### src/rtl/uart_rx_fifo.sv
`default_nettype none
// ============================================================================
// Module   : uart_rx_fifo
// Purpose  : Receive-side byte FIFO that captures one byte per rx_done pulse
//            and delivers bytes to a consumer with a one-cycle read latency.
// Revision : 1.0
// ============================================================================
module uart_rx_fifo #(
   parameter int DATA_W = 8,
   parameter int ADDR_W = 8
) (
   input  logic              sys_clk,
   input  logic              sys_rst,
   input  logic              rx_done,
   input  logic [DATA_W-1:0] rx_data,
   input  logic              rd_en,
   output logic [DATA_W-1:0] rd_data,
   output logic              rd_valid,
   output logic              full,
   output logic              empty,
   output logic [ADDR_W:0]   count,
   output logic              overflow,
   input  logic              ovf_clr
);

   localparam int              c_DEPTH    = 1 << ADDR_W;
   localparam logic [ADDR_W:0] c_FULL_CNT = {1'b1, {ADDR_W{1'b0}}};

   logic [DATA_W-1:0] r_mem [0:c_DEPTH-1];

   logic              r_rx_done_d;
   logic [ADDR_W-1:0] r_wr_ptr;
   logic [ADDR_W-1:0] r_rd_ptr;
   logic [ADDR_W:0]   r_count;
   logic              r_full;
   logic              r_empty;
   logic              r_overflow;
   logic [DATA_W-1:0] r_rd_data;
   logic              r_rd_valid;

   logic              w_wr;
   logic              w_rd_acc;
   logic              w_wr_acc;
   logic              w_drop;
   logic [ADDR_W:0]   w_count_nxt;

   // A full FIFO still accepts a write when a read frees a slot in the same cycle.
   assign w_wr     = rx_done & ~r_rx_done_d;
   assign w_rd_acc = rd_en & ~r_empty;
   assign w_wr_acc = w_wr & (~r_full | w_rd_acc);
   assign w_drop   = w_wr & r_full & ~w_rd_acc;

   always_comb begin
      w_count_nxt = r_count;
      if (w_wr_acc && !w_rd_acc) begin
         w_count_nxt = r_count + 1'b1;
      end else if (!w_wr_acc && w_rd_acc) begin
         w_count_nxt = r_count - 1'b1;
      end
   end

   always_ff @(posedge sys_clk) begin
      if (w_wr_acc) begin
         r_mem[r_wr_ptr] <= rx_data;
      end
   end

   // rx_done_d resets high so a level already present at release is not a new byte.
   always_ff @(posedge sys_clk or posedge sys_rst) begin
      if (sys_rst) begin
         r_rx_done_d <= 1'b1;
         r_wr_ptr    <= '0;
         r_rd_ptr    <= '0;
         r_count     <= '0;
         r_full      <= 1'b0;
         r_empty     <= 1'b1;
         r_overflow  <= 1'b0;
         r_rd_data   <= '0;
         r_rd_valid  <= 1'b0;
      end else begin
         r_rx_done_d <= rx_done;
         r_rd_valid  <= w_rd_acc;
         r_count     <= w_count_nxt;
         r_full      <= (w_count_nxt == c_FULL_CNT);
         r_empty     <= (w_count_nxt == '0);
         if (w_wr_acc) begin
            r_wr_ptr <= r_wr_ptr + 1'b1;
         end
         if (w_rd_acc) begin
            r_rd_ptr  <= r_rd_ptr + 1'b1;
            r_rd_data <= r_mem[r_rd_ptr];
         end
         if (w_drop) begin
            r_overflow <= 1'b1;
         end else if (ovf_clr) begin
            r_overflow <= 1'b0;
         end
      end
   end

   assign rd_data  = r_rd_data;
   assign rd_valid = r_rd_valid;
   assign full     = r_full;
   assign empty    = r_empty;
   assign count    = r_count;
   assign overflow = r_overflow;

endmodule
`default_nettype wire

### config.mk
export PLATFORM = sky130hd
export DESIGN_NAME = uart_rx_fifo
export DESIGN_NICKNAME = d
export VERILOG_FILES = /design/src/rtl/uart_rx_fifo.sv
export SDC_FILE = /design/constraint.sdc
export NUM_CORES = 2
export LEC_CHECK = 0
export ABC_AREA = 1
export BUFFER_PORTS_ARGS = -buffer_cell sky130_fd_sc_hd__buf_2
export CAP_MARGIN = 10
export CORE_ASPECT_RATIO = 1.1
export CORE_UTILIZATION = 38
export CTS_CLUSTER_DIAMETER = 150
export DETAILED_ROUTE_END_ITERATION = 10
export PLACE_DENSITY = 0.54
export SYNTH_ARGS = -nofsm -noshare
export SYNTH_HDL_FRONTEND = slang
export SYNTH_SLANG_ARGS = --single-unit
### constraint.sdc
create_clock -name sys_clk -period 8.1 [get_ports sys_clk]
set_clock_uncertainty 0.15 [all_clocks]
set_input_delay 1.215 -clock sys_clk [delete_from_list [all_inputs] [get_ports sys_clk]]
set_output_delay 1.215 -clock sys_clk [all_outputs]
set_load 0.03 [all_outputs]
Word-level counts from Yosys, hierarchy flattened

Memories as Yosys holds them, arrays and structs flattened. A register that Yosys moved wholly into a read port is not among the register bits.
Index checks and enable logic that the tools add are counted.
Widths: inputs -> output; s select.

Word-level logic and storage cells: 36
Memory bits (writable): 2,048
Bits in registers: 30
Bits in read-only memories: 0
Bits in latches: 0
Input port bits: 13
Memories: 1

Memory list:

| memory | depth | width | read ports | clocked after Yosys merged registers in | wr ports | line | text |
|---|---|---|---|---|---|---|---|
| r_mem  | 256   | 8     | 1          | 1                                       | 1        | 29   | `logic [DATA_W-1:0] r_mem [0:c_DEPTH-1];` |

Shifts and indexed selects: 0
$mul: 0
Add/sub/neg operators: 4
Mux-type cells: 6
Bitwise logic cells: 10
Magnitude comparators: 0
Eq/ne operators: 1
Div/mod/pow operators: 0
Reduce and logical (&&, ||, !) cells: 6

Operator list:

| operator            | number |
|---|---|
| $mux 9              | 2 |
| $add 8x1->8 const B | 2 |
| $add 9x1->9 const B | 1 |
| $eq 9x9->1 const B  | 1 |
| $logic_not 9->1     | 1 |
| $sub 9x1->9 const B | 1 |
| $and 1x1->1         | 5 |
| $mux 1              | 4 |
| $not 1->1           | 4 |
| $logic_and 1x1->1   | 2 |
| $logic_not 1->1     | 2 |
| $reduce_bool 2->1   | 1 |
| $or 1x1->1          | 1 |

Longest topological paths before layout

Word-level depth: 9
Depth in mapped cells: 22
Gate-level depth less buffers: 17

Least setup slack after synthesis

Ideal clock, no wire load.

Path kind: input port to flip-flop
Start point: in rd_en
End point: mem r_mem[127][0] (enable)
Required time: 7.567 ns
Cell stages on the path: 8
Buffers on the path: 0
Slack: 4.630 ns
Data arrival time: 2.937 ns
Setup time: 0.383 ns
Cells stage by stage: nand2_1 a21oi_2 inv_1 nor2_1 nand2_1 nor2_1 inv_1 nor3_1

Longest elaborated chain between the ends: 5

RTL lines:

| element                      | line | text |
|---|---|---|
| start: declaration           | 16   | `input logic rd_en,` |
| $and 1x1->1                  | 49   | `assign w_rd_acc = rd_en & ~r_empty;` |
| $or 1x1->1                   | 50   | `assign w_wr_acc = w_wr & (~r_full \| w_rd_acc);` |
| $and 1x1->1                  | 50   |  |
| $mux 1                       | 63   | `if (w_wr_acc) begin` |
| $mux 1 (implied by the code) | 64   | `r_mem[r_wr_ptr] <= rx_data;` |
| end: declaration             | 29   |  |

No other way between the ends.

==> reports/qor.yml <==
antenna_found_initial: 10
rsz0062_at_grt: "false"
synth_top_area_cell: "edfxtp_1"
fillers: 21300
drtPass1Iterations: 6
cts_made_buffers: 213
clock.fmax_mhz: 205
grt_pass1_vias: 55600
cts_tree: "yes"
cts_setup_buffers: 0
tightest_slew_ns: 1.30
utilization_pct: 42.7
ir_drop_uv: 280
grt_max_degree: 188
maxCapViolations: 0
die-area_um2: 231000
pwr-share-comb_pct: 33.5
drc: 0
rows: 183
min_path_type: "in -> reg"
rr_worst_depth: 13
ios: 34
synth.cell_area_um2: 87100
h-tree-depth: 4
cp.arrival_ns: 5.54
cp-start-kind: "register"
drtIter0Drc: 6642
ant_nets: 0
synth_top_area_share_pct: 70.6
regArea_um2: 62500
synth_nets: 7929
via_per_inst: 5.20
portBuffers: 33
clk_latency_ns: 0.88
routed_wl_mm: 254
initial_utilization_pct: 38.4
ys_ff_latch: 2086
slew_headroom_pct: 13.0
ys_warn_count: 0
synth_cell_type_count: 36
net-switching-power_mw: 12.9
seqPwrFrac_pct: 36.8
cts_root_buffer: "clkbuf_16"
ys_seq_area_share_pct: 71.7
synth.avg_cell_area_um2: 11.0
synthArstFlopShare_pct: 1.82
cp.required_ns: 8.77
p_int_mw: 20.4
path_clk_slew_ns: 0.06
path_class: "reg -> reg"
dieWidth_um: 459
status: "complete, no violations"
p_leak_nw: 35.2
clk_path_buf_depth: 3
sw_frac_of_total_pct: 38.7
post-route-period-util_pct: 60.1
post_cts_resized: 0
final_cell_mix: "edfxtp_1 (2048), nand2_1 (2029), nor2_1 (1342)"
grt_pass1_wl_mm: 372
grt_overflow: 0
synth.area.top_cells: "edfxtp_1 (71%), nand2_1 (8.7%), nor2_1 (5.8%), o21ai_0 (3.4%), nand3_1 (3.4%)"
layout-drive-gt1-share_pct: 5.89
multi_input_area_um2: 20600
power-per-cell-area_nw_per_um2: 344
final_nets: 7800
die_y_um: 504
setup_viol: 0
area_growth_pct: 11.3
hold_violations: 0
hold_depth: 1
clkPwrFrac_pct: 29.7
layout_commonest_cell: "edfxtp_1"
cts_sinks: 2086
gp_congestion: 0.887
setup_tns_ns: 0
hpwl_mm: 145
grt_usage_pct: 21.6
synthCells: 7909
hold_slack_ns: 0.319
coreArea_um2: 227000
slew_violations: 0
synth_flop_cell: "edfxtp_1"
finalCriticalPeriod_ns: 4.87
synth_edf_count: 2048
end_kind: "register"
path_max_fanout: 56
cts-hold-fix-buffers: 0
num_vias: 57300
wl_per_cell_um: 23.0
## critical path, stage by stage (launching register included)
cell and delay, ns:
dfrtp_4 0.82, nand2_1 0.93, inv_4 1.03, buf_4 0.55, nand3_1 0.15, nand2_1 0.11
nor2_1 0.06, nand2_1 0.06, nand3_1 0.30, nand3_1 0.27, nand3_1 0.10, nand2_1 0.08
nand2_1 0.06, nand2_1 0.05
## kinds of logic (layout without fill, tap and decap cells)
| kind of cell | after synthesis | in the layout | share of synthesized area [%] |
|---|---|---|---|
| DFF | 2086 | 2086 | 71.7 |
| other | 0 | 5 | 0 |
| AOI/OAI and AO/OA | 852 | 852 | 5.23 |
| adders and majority gates | 7 | 7 | 0.101 |
| buffers and inverters | 952 | 1008 | 4.67 |
| and+or+nand+nor | 3996 | 3996 | 18.1 |
| xor gates and xnor gates | 16 | 16 | 0.161 |
## layer usage
layer  wire length [um]  GRT usage, %
met1             109000          29.8
met2             119000          34.8
met3              18200          3.63
met4               7710          6.68
met5                 21             0
## through the flow
step | instances | setup slack, ns | power (mW) | cell area, um2
6_report | 11000 | 3.23 | 33.3 | 97000
5_1_grt | 11000 | 3.12 | 34.9 | 97000
4_1_cts | 11000 | 3.26 | 33.4 | 96900
3_5_place_dp | 10600 | 2.57 | 23.6 | 89900
3_3_place_gp | 10600 | 2.36 | 23.6 | 89900
2_1_floorplan | 7909 | 4.63 | 19.5 | 87100
## final cells by class
cell class	count	area share, %
flip-flops and latches	2086	64.4
multi-input cells	4871	21.3
clock buffers	257	5.75
well taps	3052	3.94
inverters	482	1.89
clock inverters	143	1.48
repair buffers	126	1.21
diodes	5	0.0129
## sequential cells by signal, indices dropped and copies added (netlist names)
name / cells
r_mem: 2048
count: 9
r_rd_ptr: 8
r_wr_ptr: 8
rd_data: 8
empty: 1
full: 1
overflow: 1
r_rx_done_d: 1
rd_valid: 1
## worst paths after layout
kind / from / endpoint / slack [ns]
max in group asynchronous: sys_rst / r_rd_ptr[1] / 6.50
min reg2reg: overflow / overflow / 0.38
max: r_rd_ptr[2] / rd_data[0] / 3.23
min in group asynchronous: sys_rst / full / 0.47
max reg2reg: r_rd_ptr[2] / rd_data[0] / 3.23
min: rx_done / r_rx_done_d / 0.32
## Yosys cell counts (3+ instances only)
cell type,number
a21oi_1,101
a31oi_1,3
and3_1,3
buf_1,49
buf_2,168
buf_4,22
buf_6,27
clkbuf_1,204
clkinv_1,5
dfrtp_1,36
edfxtp_1,2048
ha_1,7
inv_1,476
nand2_1,2030
nand3_1,595
nand4_1,7
nor2_1,1343
nor3_1,8
o211ai_1,107
o21ai_0,600
o21ai_1,33
o22ai_1,3
or2_2,5
xor2_1,15
## power by group through the flow
stage	clock network (mW)	registers (mW)	logic, mW
after floorplan	0	12.3	7.19
after global placement	0	12.5	11.1
after detailed placement	0	12.5	11.1
after CTS	10.0	12.3	11.1
after global routing	10.4	12.3	12.2
final	9.90	12.3	11.2
Power figures use the tool's default switching activity.
